[src/rtl/core_sequencer_if.sv]
// Control bundle between the core sequencer and the decoder, memories and datapath.
// The master modport is the sequencer's view; slave is the surrounding core/testbench.
interface core_sequencer_if;
  logic [6:0]  opcode;
  logic [4:0]  rd;
  logic        branch_taken;
  logic        imem_ready;
  logic        dmem_ready;
  logic        imem_req;
  logic        ir_we;
  logic        dmem_req;
  logic        dmem_we;
  logic        rf_we;
  logic        pc_we;
  logic [1:0]  pc_src;
  logic [1:0]  wb_sel;
  logic        halted;
  logic [1:0]  trap_cause;
  logic [31:0] instret;

  modport master (
    input  opcode, rd, branch_taken, imem_ready, dmem_ready,
    output imem_req, ir_we, dmem_req, dmem_we, rf_we, pc_we, pc_src, wb_sel,
           halted, trap_cause, instret
  );

  modport slave (
    output opcode, rd, branch_taken, imem_ready, dmem_ready,
    input  imem_req, ir_we, dmem_req, dmem_we, rf_we, pc_we, pc_src, wb_sel,
           halted, trap_cause, instret
  );
endinterface

[src/rtl/core_sequencer.sv]
// Multi-cycle RV32 control sequencer: FETCH/DECODE/EXECUTE/MEMORY/WRITEBACK with
// memory-wait timeouts, a sticky TRAP state and a retired-instruction counter.
module core_sequencer #(
  parameter int MEM_TIMEOUT = 15
) (
  input  logic              clk,
  input  logic              rst_n,
  core_sequencer_if.master  bus
);

  typedef enum logic [2:0] {
    FETCH     = 3'd0,
    DECODE    = 3'd1,
    EXECUTE   = 3'd2,
    MEMORY    = 3'd3,
    WRITEBACK = 3'd4,
    TRAP      = 3'd5
  } state_t;

  localparam logic [6:0] OP_ALU   = 7'b0110011;
  localparam logic [6:0] OP_IMM   = 7'b0010011;
  localparam logic [6:0] OP_LOAD  = 7'b0000011;
  localparam logic [6:0] OP_STORE = 7'b0100011;
  localparam logic [6:0] OP_BR    = 7'b1100011;
  localparam logic [6:0] OP_JAL   = 7'b1101111;
  localparam logic [6:0] OP_JALR  = 7'b1100111;
  localparam logic [6:0] OP_LUI   = 7'b0110111;
  localparam logic [6:0] OP_AUIPC = 7'b0010111;
  localparam logic [8:0] TIMEOUT_C = 9'(MEM_TIMEOUT);

  function automatic logic legal_opcode(input logic [6:0] op);
    case (op)
      OP_ALU, OP_IMM, OP_LOAD, OP_STORE, OP_BR,
      OP_JAL, OP_JALR, OP_LUI, OP_AUIPC: legal_opcode = 1'b1;
      default:                           legal_opcode = 1'b0;
    endcase
  endfunction

  state_t      state_r, next_state_s;
  logic [7:0]  wait_cnt_r;
  logic [31:0] instret_r;
  logic [1:0]  trap_cause_r, trap_cause_s;
  logic        timeout_s, retire_s;
  logic        imem_req_s, ir_we_s, dmem_req_s, dmem_we_s, rf_we_s, pc_we_s;
  logic [1:0]  pc_src_s, wb_sel_s;

  // Next-state and Moore/Mealy control decode from current state and opcode.
  always_comb begin
    next_state_s = state_r;
    trap_cause_s = 2'd0;
    retire_s     = 1'b0;
    imem_req_s   = 1'b0;
    ir_we_s      = 1'b0;
    dmem_req_s   = 1'b0;
    dmem_we_s    = 1'b0;
    rf_we_s      = 1'b0;
    pc_we_s      = 1'b0;
    pc_src_s     = 2'd0;
    wb_sel_s     = 2'd0;
    // The wait that would bring the counter to MEM_TIMEOUT is the last one allowed.
    timeout_s    = (({1'b0, wait_cnt_r} + 9'd1) == TIMEOUT_C);
    case (state_r)
      FETCH: begin
        imem_req_s = 1'b1;
        if (bus.imem_ready) begin
          ir_we_s      = 1'b1;
          next_state_s = DECODE;
        end else if (timeout_s) begin
          next_state_s = TRAP;
          trap_cause_s = 2'd2;
        end else begin
          next_state_s = FETCH;
        end
      end
      DECODE: begin
        if (legal_opcode(bus.opcode)) begin
          next_state_s = EXECUTE;
        end else begin
          next_state_s = TRAP;
          trap_cause_s = 2'd1;
        end
      end
      EXECUTE: begin
        if (bus.opcode == OP_BR) begin
          pc_we_s      = 1'b1;
          pc_src_s     = bus.branch_taken ? 2'd1 : 2'd0;
          retire_s     = 1'b1;
          next_state_s = FETCH;
        end else if ((bus.opcode == OP_LOAD) || (bus.opcode == OP_STORE)) begin
          next_state_s = MEMORY;
        end else begin
          next_state_s = WRITEBACK;
        end
      end
      MEMORY: begin
        dmem_req_s = 1'b1;
        dmem_we_s  = (bus.opcode == OP_STORE);
        if (bus.dmem_ready) begin
          if (bus.opcode == OP_STORE) begin
            pc_we_s      = 1'b1;
            retire_s     = 1'b1;
            next_state_s = FETCH;
          end else begin
            next_state_s = WRITEBACK;
          end
        end else if (timeout_s) begin
          next_state_s = TRAP;
          trap_cause_s = 2'd3;
        end else begin
          next_state_s = MEMORY;
        end
      end
      WRITEBACK: begin
        rf_we_s      = (bus.rd != 5'd0);
        pc_we_s      = 1'b1;
        retire_s     = 1'b1;
        next_state_s = FETCH;
        case (bus.opcode)
          OP_JAL:  begin pc_src_s = 2'd1; wb_sel_s = 2'd2; end
          OP_JALR: begin pc_src_s = 2'd2; wb_sel_s = 2'd2; end
          OP_LOAD: begin pc_src_s = 2'd0; wb_sel_s = 2'd1; end
          default: begin pc_src_s = 2'd0; wb_sel_s = 2'd0; end
        endcase
      end
      TRAP: begin
        next_state_s = TRAP;
      end
      default: begin
        next_state_s = FETCH;
      end
    endcase
  end

  // State, wait counter, trap cause and retire counter registers.
  always_ff @(posedge clk or negedge rst_n) begin
    if (!rst_n) begin
      state_r      <= FETCH;
      wait_cnt_r   <= 8'd0;
      instret_r    <= 32'd0;
      trap_cause_r <= 2'd0;
    end else begin
      state_r <= next_state_s;
      // Counting only while parked in a waiting state; any transition restarts it.
      if ((next_state_s == state_r) && ((state_r == FETCH) || (state_r == MEMORY))) begin
        wait_cnt_r <= wait_cnt_r + 8'd1;
      end else begin
        wait_cnt_r <= 8'd0;
      end
      if (retire_s) begin
        instret_r <= instret_r + 32'd1;
      end
      if ((next_state_s == TRAP) && (state_r != TRAP)) begin
        trap_cause_r <= trap_cause_s;
      end
    end
  end

  assign bus.imem_req   = imem_req_s;
  assign bus.ir_we      = ir_we_s;
  assign bus.dmem_req   = dmem_req_s;
  assign bus.dmem_we    = dmem_we_s;
  assign bus.rf_we      = rf_we_s;
  assign bus.pc_we      = pc_we_s;
  assign bus.pc_src     = pc_src_s;
  assign bus.wb_sel     = wb_sel_s;
  assign bus.halted     = (state_r == TRAP);
  assign bus.trap_cause = trap_cause_r;
  assign bus.instret    = instret_r;

endmodule

[src/flat_wrapper.sv]
// flat-port wrapper written by rule: the top's interface ports become plain ports
module core_sequencer_flat 
#(
  parameter int MEM_TIMEOUT = 15
)
  (clk, rst_n, bus_opcode, bus_rd, bus_branch_taken, bus_imem_ready, bus_dmem_ready, bus_imem_req, bus_ir_we, bus_dmem_req, bus_dmem_we, bus_rf_we, bus_pc_we, bus_pc_src, bus_wb_sel, bus_halted, bus_trap_cause, bus_instret);
  core_sequencer_if bus_i ();
  input  logic clk;
  input  logic rst_n;
  input wire logic [$bits(bus_i.opcode)-1:0] bus_opcode;
  input wire logic [$bits(bus_i.rd)-1:0] bus_rd;
  input wire logic [$bits(bus_i.branch_taken)-1:0] bus_branch_taken;
  input wire logic [$bits(bus_i.imem_ready)-1:0] bus_imem_ready;
  input wire logic [$bits(bus_i.dmem_ready)-1:0] bus_dmem_ready;
  output wire logic [$bits(bus_i.imem_req)-1:0] bus_imem_req;
  output wire logic [$bits(bus_i.ir_we)-1:0] bus_ir_we;
  output wire logic [$bits(bus_i.dmem_req)-1:0] bus_dmem_req;
  output wire logic [$bits(bus_i.dmem_we)-1:0] bus_dmem_we;
  output wire logic [$bits(bus_i.rf_we)-1:0] bus_rf_we;
  output wire logic [$bits(bus_i.pc_we)-1:0] bus_pc_we;
  output wire logic [$bits(bus_i.pc_src)-1:0] bus_pc_src;
  output wire logic [$bits(bus_i.wb_sel)-1:0] bus_wb_sel;
  output wire logic [$bits(bus_i.halted)-1:0] bus_halted;
  output wire logic [$bits(bus_i.trap_cause)-1:0] bus_trap_cause;
  output wire logic [$bits(bus_i.instret)-1:0] bus_instret;
  assign bus_i.opcode = bus_opcode;
  assign bus_i.rd = bus_rd;
  assign bus_i.branch_taken = bus_branch_taken;
  assign bus_i.imem_ready = bus_imem_ready;
  assign bus_i.dmem_ready = bus_dmem_ready;
  assign bus_imem_req = bus_i.imem_req;
  assign bus_ir_we = bus_i.ir_we;
  assign bus_dmem_req = bus_i.dmem_req;
  assign bus_dmem_we = bus_i.dmem_we;
  assign bus_rf_we = bus_i.rf_we;
  assign bus_pc_we = bus_i.pc_we;
  assign bus_pc_src = bus_i.pc_src;
  assign bus_wb_sel = bus_i.wb_sel;
  assign bus_halted = bus_i.halted;
  assign bus_trap_cause = bus_i.trap_cause;
  assign bus_instret = bus_i.instret;
  core_sequencer #(.MEM_TIMEOUT(MEM_TIMEOUT)) u_core (.clk(clk), .rst_n(rst_n), .bus(bus_i));
endmodule
[config.mk]
export PLATFORM = sky130hd
export DESIGN_NAME = core_sequencer_flat
export DESIGN_NICKNAME = d
export VERILOG_FILES = /design/src/rtl/core_sequencer_if.sv /design/src/rtl/core_sequencer.sv /design/src/flat_wrapper.sv
export SDC_FILE = /design/constraint.sdc
export NUM_CORES = 1
export LEC_CHECK = 0
export ABC_AREA = 1
export CAP_MARGIN = 20
export CORE_MARGIN = 2
export CORE_UTILIZATION = 50
export DETAILED_ROUTE_END_ITERATION = 6
export PLACE_DENSITY = 0.78
export SLEW_MARGIN = 10
export SYNTH_ARGS = -nofsm -noshare
export SYNTH_HDL_FRONTEND = slang
export SYNTH_SLANG_ARGS = --single-unit
[constraint.sdc]
create_clock -name clk -period 4.5 [get_ports clk]
set_clock_uncertainty 0.05 [all_clocks]
set_input_delay 0.45 -clock clk [delete_from_list [all_inputs] [get_ports clk]]
set_output_delay 0.45 -clock clk [all_outputs]
set_load 0.05 [all_outputs]
## Word-level counts from Yosys, hierarchy flattened

Cells that the tools add are included.
Widths: inputs -> output; s select.

- Bits of input ports: 17
- ROM bits: 0
- Bits in writable memories: 0
- Memories: 0
- Bits in latches: 0
- Logic and storage cells: 67
- Flip-flop bits (word level): 45

- Eq/ne operators: 18
- Reductions and logical operators: 8
- Bitwise operators: 0
- $add $sub $neg: 3
- Shift-type cells: 0
- Multiplexer cells: 34
- $lt $le $gt $ge: 0
- Divide/modulo/power cells: 0
- Multipliers: 0

Operators by type and width:

| operator | number |
|---|---|
| $add 32x1->32 const B | 1 |
| $mux 3 | 8 |
| $eq 7x6->1 const B | 3 |
| $eq 7x7->1 const B | 3 |
| $pmux 3 s5 | 1 |
| $eq 7x5->1 const B | 2 |
| $mux 1 | 13 |
| $mux 2 | 6 |
| $pmux 2 s2 | 3 |
| $add 8x1->9 const B | 1 |
| $eq 3x3->1 const B | 3 |
| $eq 9x4->1 const B | 1 |
| $reduce_or 9->1 | 1 |
| $add 8x1->8 const B | 1 |
| $mux 8 | 1 |
| $eq 7x2->1 const B | 1 |
| $eq 3x2->1 const B | 2 |
| $pmux 2 s3 | 1 |
| $reduce_bool 5->1 | 1 |
| $eq 3x1->1 const B | 1 |
| $eq 3x3->1 | 1 |
| $logic_not 3->1 | 1 |
| $ne 3x3->1 const B | 1 |
| $pmux 1 s3 | 1 |
| 3 further kinds | 5 |

## Depth between registers and ports, before layout

Gate-level depths: netlist of the first run.

- Depth after elaboration: 9
- Mapped depth: 14

## Worst setup path after synthesis of the first run

OpenSTA, ideal clock, no wires.

- Kind: reg2out
- From: register u_core.state_r[0]
- To: output port bus_pc_src[1]
- Path slack: 1871 ps
- Buffers on the path: 0
- Cell stages (with the launch flop): 4
- Required time: 4000 ps
- Arrival time: 2129 ps
- Cell sequence: dfrtp_1 > nor2_1 > nand2_1 > nor4_1

- Cells in the longest elaborated chain, start to end: 2

Ends and longest elaborated chain:

| item | line | source |
|---|---|---|
| start, declared | core_sequencer.sv:39 | `state_t state_r, next_state_s;` |
| start signal, assigned | core_sequencer.sv:142 | `state_r <= next_state_s;` |
| $eq 3x3->1 / $eq 3x2->1 (equally long branches) | core_sequencer.sv:62 | `case (state_r)` |
| $pmux 2 s2 * | core_sequencer.sv:62 |  |
| end, declared | flat_wrapper.sv:21 | `output wire logic [$bits(bus_i.pc_src)-1:0] bus_pc_src;` |

Mark *: on every way between the ends. The rest lies on a longest branch, timed or not.

## Worst setup path after layout of the first run

- From: input port bus_opcode[3]
- To: output port bus_pc_we

- Cells in the longest elaborated chain, start to end: 4

Ends and longest elaborated chain:

| item | line | source |
|---|---|---|
| start, declared | flat_wrapper.sv:10 | `input wire logic [$bits(bus_i.opcode)-1:0] bus_opcode;` |
| $eq 7x6->1 | core_sequencer.sv:99 | `if (bus.opcode == OP_STORE) begin` |
| $mux 1 | core_sequencer.sv:99 |  |
| $mux 1 | core_sequencer.sv:98 | `if (bus.dmem_ready) begin` |
| $pmux 1 s3 * | core_sequencer.sv:62 |  |
| end, declared | flat_wrapper.sv:20 | `output wire logic [$bits(bus_i.pc_we)-1:0] bus_pc_we;` |

Marks and branches as above.

==> results of run 1 <==
## stage by stage
step,util [%],std cells
final,64.9,530
after global routing,64.9,530
after CTS,64.5,529
after detailed placement,62.5,521
after global placement,62.5,521
after floorplan,-,389
## routing by layer
metal,vias up,wire length (um),share of wire (%),track usage (%)
met3,9,272,4.0,3.78
met1,1237,3100,46,29.1
li1,1368,-,-,-
met4,0,106,1.6,7.12
met2,76,3260,48,37.6
met5,-,0,0,0
## worst max-delay path: cells and delay by family
family	cells	cell delay, ns
buffers and inverters	3	1.33
and+or+nand+nor	6	0.63
## area by class of cell
type | instances | area (um^2)
clock inverters | 3 | 46.3
well taps | 75 | 93.8
multi-input cells | 282 | 1610
flip-flops and latches | 45 | 1130
inverters | 57 | 215
clock buffers | 5 | 68.8
repair buffers | 63 | 641
fillers | 524 | 2050
## report_power, final
part,internal [uW],leakage (uW),switching (uW)
registers,470,0.000591,83.8
clock network,166,0.0000543,140
logic,258,0.000994,553
total,895,0.00164,778
## kinds of logic (layout without fill, tap and decap cells)
group / after synthesis / count (layout) / share of synthesized area, %
AND/OR/NAND/NOR: 222 / 222 / 38.1
buffers and inverters: 62 / 128 / 8.23
flip-flops: 45 / 45 / 37.8
XOR/XNOR: 31 / 31 / 9.11
AO/OA/AOI/OAI: 22 / 22 / 3.99
multiplexers: 4 / 4 / 1.51
adder cells (fa/ha/maj): 3 / 3 / 1.26
## cell usage after synthesis (all sizes together)
master	count
nor3b	1
o21ai	18
mux2	4
a31oi	1
a21oi	1
buf	4
xnor2	7
or2	1
clkinv	1
clkbuf	1
dfrtp	45
or4	1
nor3	20
nand2	97
inv	56
o21bai	1
nor2	56
xor2	24
nand3	25
ha	3
nand3b	3
and2	1
nand4	13
a32o	1
nor4	4
## sequential cells by signal (all words and copies together), names as in the netlist
signal                 cells
u_core.bus.instret        32
u_core.bus.trap_cause      2
u_core.state_r             3
u_core.wait_cnt_r          8
## final timing paths
path	end	from	slack, ns	cells after the start
min	u_core.wait_cnt_r[2]	rst_n	0.07	1
max	bus_pc_we	bus_opcode[3]	1.58	9
max in group asynchronous	u_core.bus.instret[21]	rst_n	3.83	2
min in group clk	u_core.bus.trap_cause[1]	u_core.bus.trap_cause[1]	0.43	2
max reg2reg	u_core.bus.instret[17]	u_core.state_r[2]	2.37	9
min reg2reg	u_core.bus.trap_cause[1]	u_core.bus.trap_cause[1]	0.43	2
==> metrics.cfg, run 1 <==
[status]
outcome = complete, no violations

[synthesis]
netlist.area_leader.share_pct = 37.8
syn_nets = 409
ys_seq_area_share_pct = 37.8
synthDistinctLibCells = 39
syn_avg_cell_area_um2 = 7.66
yosysWarnings = 0
yosysTopAreaCell = dfrtp_1
ys_top_cells_by_area = dfrtp_1 (38%), nand2_1 (11%), xor2_1 (7.1%)
syn_area_um2 = 2980
synth_cells = 389
synth_seq_cells = 45

[clock_tree]
cts_tree = done
cts_setup_buffers = 0
htreeDepth = 2
numCtsBuffers = 5
clk_path_buf_depth = 2
cts_root_buf = clkbuf_8
clock_latency_ns = 0.30
clk_pin_slew_ns = 0.09
hold_buffers = 0
cts_resized = 0
clock-sinks = 45

[finish]
layout_commonest_cell = nand2_1
area_delta_synth_final_pct = 27.5
layout_common_cells = nand2_1 (86), clkdlybuf4s50_1 (60), inv_1 (51), dfrtp_1 (45), nor2_1 (39)
drive_gt1_share_pct = 13.0
finalNetCount = 474
post-route-cell-area_um2 = 3800
antenna_cells = 0

[timing]
setup_slack_ns = 1.58
worst_slew_pin_slew_ns = 0.529
setup_viol = 0
maxSlewHeadroom_pct = 64.6
max_freq_ghz = 0.343
rsz0062_at_grt = false
fin_crit_ns = 2.92
hold_viol_final = 0
drv_slew = 0
fin_setup_tns_ns = 0
final.period_utilization_pct = 64.8
fin_hold_ws_ns = 0.0688

[global_route]
antenna_found_initial = 0
track_usage_pct = 22.3
grt_pass1_vias = 2576
grt-ovfl-total = 0
grt_max_degree = 46
grt_pass1_wl_mm = 11.4

[placed_design]
dpl_worst_slack_ns = 1.57
hpwl_mm = 5.32
placed_area_um2 = 3660
io_buffers = 61
gp_congestion = 0.900

[setup_path]
path_class = primary input to output pin
required_ns = 4.00
cp_slowest_cell = clkdlybuf4s50_1
crit_path_end_kind = output pin
crit_chain = clkdlybuf4s50_1, nor2_1, nand2_1, inv_2, nand4_2, nor2_1, nand2_1, nand2_2, clkdlybuf4s50_1
crit_fanout = 3
cpPeakStageDelay_ns = 0.81
cp_data_arrival_time_ns = 2.42
start_kind = primary input

[floorplanning]
start_util_pct = 50.9
ios = 62
die_w_um = 81.2
die_area_um2 = 6590
core_um2 = 5850
die_h_um = 81.2
fp-row-count = 28

[detailed_routing]
dr.pass1.iters = 5
drc_errors = 0
drt_wl_total_mm = 6.75
drt-initial-drc-count = 150
wl_per_cell_um = 12.7
vias = 2690
ant_nets = 0
viasPerCell = 5.08

[pwr]
finalPower_uw = 1670
p_leak_uw = 0.00164
power-per-cell-area_nw_per_um2 = 440
vdd_drop_max_v = 0.000402

[min_path]
min_path_type = primary input to async pin

[job]
maxCapViolCount = 0

Note: power is estimated with default switching activity, not from simulation.
==> run 2, diff against run 1 <==
- clock period: 4.5 -> 2.69 ns (I/O delays scaled with it)
==> run 2 against run 1 <==
  * Cell count is 0.57% higher
  * Power increased by 71%
  * Register-to-register slack worse by 1.7 ns
  * Wire length fell by 0.42%
  * Critical path depth decreased by 3
  * Hold slack better by 0.35 ns
  * Global-route usage is 0.61 points lower
  * Clock power increased by 75%
  * Worst setup slack worse by 1.4 ns
  * Critical path type is now register to output pin
  * Critical endpoint is now bus_rf_we
==> metrics.cfg, run 2 (synthesized netlist as in run 1, its figures left out) <==
[status]
outcome = complete, no violations

[job]
maxCapViolCount = 0  ; unchanged

[clock_tree]
numCtsBuffers = 5  ; unchanged
cts_resized = 0  ; unchanged
cts_tree = done
clk_pin_slew_ns = 0.08  ; about the same
clock-sinks = 45  ; unchanged
htreeDepth = 2  ; unchanged
cts_root_buf = clkbuf_8
clk_path_buf_depth = 2  ; unchanged
hold_buffers = 0  ; unchanged
cts_setup_buffers = 0  ; unchanged
clock_latency_ns = 0.30  ; about the same

[global_route]
grt_max_degree = 46  ; unchanged
grt-ovfl-total = 0  ; unchanged
track_usage_pct = 21.7  ; -0.61 points
antenna_found_initial = 0  ; unchanged
grt_pass1_wl_mm = 11.1  ; -3.0%
grt_pass1_vias = 2544  ; -1.2%

[floorplanning]
start_util_pct = 50.9  ; unchanged
ios = 62  ; unchanged
die_area_um2 = 6590  ; unchanged
die_h_um = 81.2  ; unchanged
die_w_um = 81.2  ; unchanged
core_um2 = 5850  ; unchanged
fp-row-count = 28  ; unchanged

[finish]
multiInputGateArea_um2 = 1610  ; unchanged
fillers = 510  ; -2.7%
seqCellArea_um2 = 1130  ; unchanged
finalNetCount = 477  ; +0.63%
layout_common_cells = nand2_1 (86), clkdlybuf4s50_1 (55), inv_1 (51), dfrtp_1 (45), nor2_1 (39)
drive_gt1_share_pct = 14.2  ; +1.2 points
antenna_cells = 0  ; unchanged
area_delta_synth_final_pct = 28.4
final_util_pct = 65.4  ; +0.45 points
layout_commonest_cell = nand2_1
largest_reg_flops = 32  ; unchanged

[timing]
final.period_utilization_pct = 92.4
hold_viol_final = 0  ; unchanged
max_freq_ghz = 0.402
fin_crit_ns = 2.49
drv_slew = 0  ; unchanged
fin_hold_ws_ns = 0.423  ; +0.355 ns
setup_slack_ns = 0.203  ; -1.38 ns
fin_setup_tns_ns = 0  ; unchanged
rsz0062_at_grt = false
setup_viol = 0  ; unchanged
worst_slew_pin_slew_ns = 0.536  ; +0.00694 ns
maxSlewHeadroom_pct = 64.3  ; -0.35 points

[setup_path]
start_kind = register
path_class = register to output pin
timing.rr.start = u_core.wait_cnt_r[0]
cpPeakStageDelay_ns = 0.79  ; -0.02 ns
path_common_cell = inv_1
setup.worst_path.start = u_core.state_r[0]
cp_slowest_cell = clkdlybuf4s50_1
crit_fanout = 4  ; +1
crit_chain = nor2_1, nand2_1, inv_1, o21ai_0, inv_1, clkdlybuf4s50_1
cp_data_arrival_time_ns = 2.17  ; -0.25 ns
required_ns = 2.37  ; -1.63 ns
reg2regPathDepth = 13  ; +4
crit_path_end_kind = output pin

[detailed_routing]
dr.pass1.iters = 4  ; -1
wl_per_cell_um = 12.6  ; -0.98%
ant_nets = 0  ; unchanged
viasPerCell = 5.08  ; +0.18%
drt-initial-drc-count = 226  ; +51%
vias = 2710  ; +0.74%
drc_errors = 0  ; unchanged
drt_wl_total_mm = 6.72  ; -0.42%

[pwr]
vdd_drop_max_v = 0.000567  ; +41%
power-per-cell-area_nw_per_um2 = 747  ; +70%
p_leak_uw = 0.00167  ; +2.0%

[placed_design]
hpwl_mm = 5.35  ; +0.60%
io_buffers = 61  ; unchanged
gp_congestion = 0.956  ; +6.2%
dpl_worst_slack_ns = 0.300  ; -1.27 ns

[min_path]
min_path_type = register to register
hp-start = u_core.bus.trap_cause[1]
holdPathStages = 2

run 2: cell count changes in the layout (fill, tap and decap cells not counted):
cell,previous run,this run
dlygate4sd3_1,0,1
clkinv_4,1,0
clkbuf_8,5,6
clkbuf_1,0,1
clkinvlp_4,1,0
buf_4,1,7
buf_12,0,1
clkdlybuf4s50_1,60,55
run 2: layout make-up:
class                           instances  area share [%]
Sequential cell                        45            29.4
Clock buffer                            7            2.26
Inverter                               57            5.63
Timing Repair Buffer                   66            17.4
Multi-Input combinational cell        282            42.0
Clock inverter                          1           0.785
Tap cell                               75            2.45
run 2: critical path, delay by kind of cell, from the launching register on:
family | cells | cell delay, ns
buffers and inverters | 3 | 0.97
DFF | 1 | 0.42
and+or+nand+nor | 2 | 0.38
AOI/OAI and AO/OA | 1 | 0.09
run 2: through the flow:
step / cells / total power (uW) / cell area [um^2]
global route: 533 / 3020 / 3820
CTS: 531 / 2870 / 3790
finish: 533 / 2860 / 3820
global placement: 523 / 2310 / 3670
floorplan: 389 / 1910 / 2980
detailed placement: 523 / 2330 / 3670
run 2: path summary, 6_finish.rpt:
path	endpoint	slack (ns)
min reg2reg	u_core.bus.trap_cause[1]	0.42
max	bus_rf_we	0.20
max reg2reg	u_core.wait_cnt_r[0]	0.68
min	u_core.bus.trap_cause[1]	0.42
min in group asynchronous	u_core.wait_cnt_r[6]	0.43
max in group asynchronous	u_core.bus.instret[29]	1.66
run 2: routing by layer:
layer	routed length, um	vias to the layer above	GRT usage [%]
li1	-	1377	-
met1	3000	1249	27.9
met2	3290	76	36.7
met3	330	8	4.44
met4	94	0	6.44
met5	0	-	0
run 2: power by group:
part | internal [uW] | leakage, uW | switching (uW)
clock network | 303 | 0.0000585 | 233
logic | 465 | 0.00102 | 934
registers | 786 | 0.000591 | 137
total | 1550 | 0.00167 | 1300
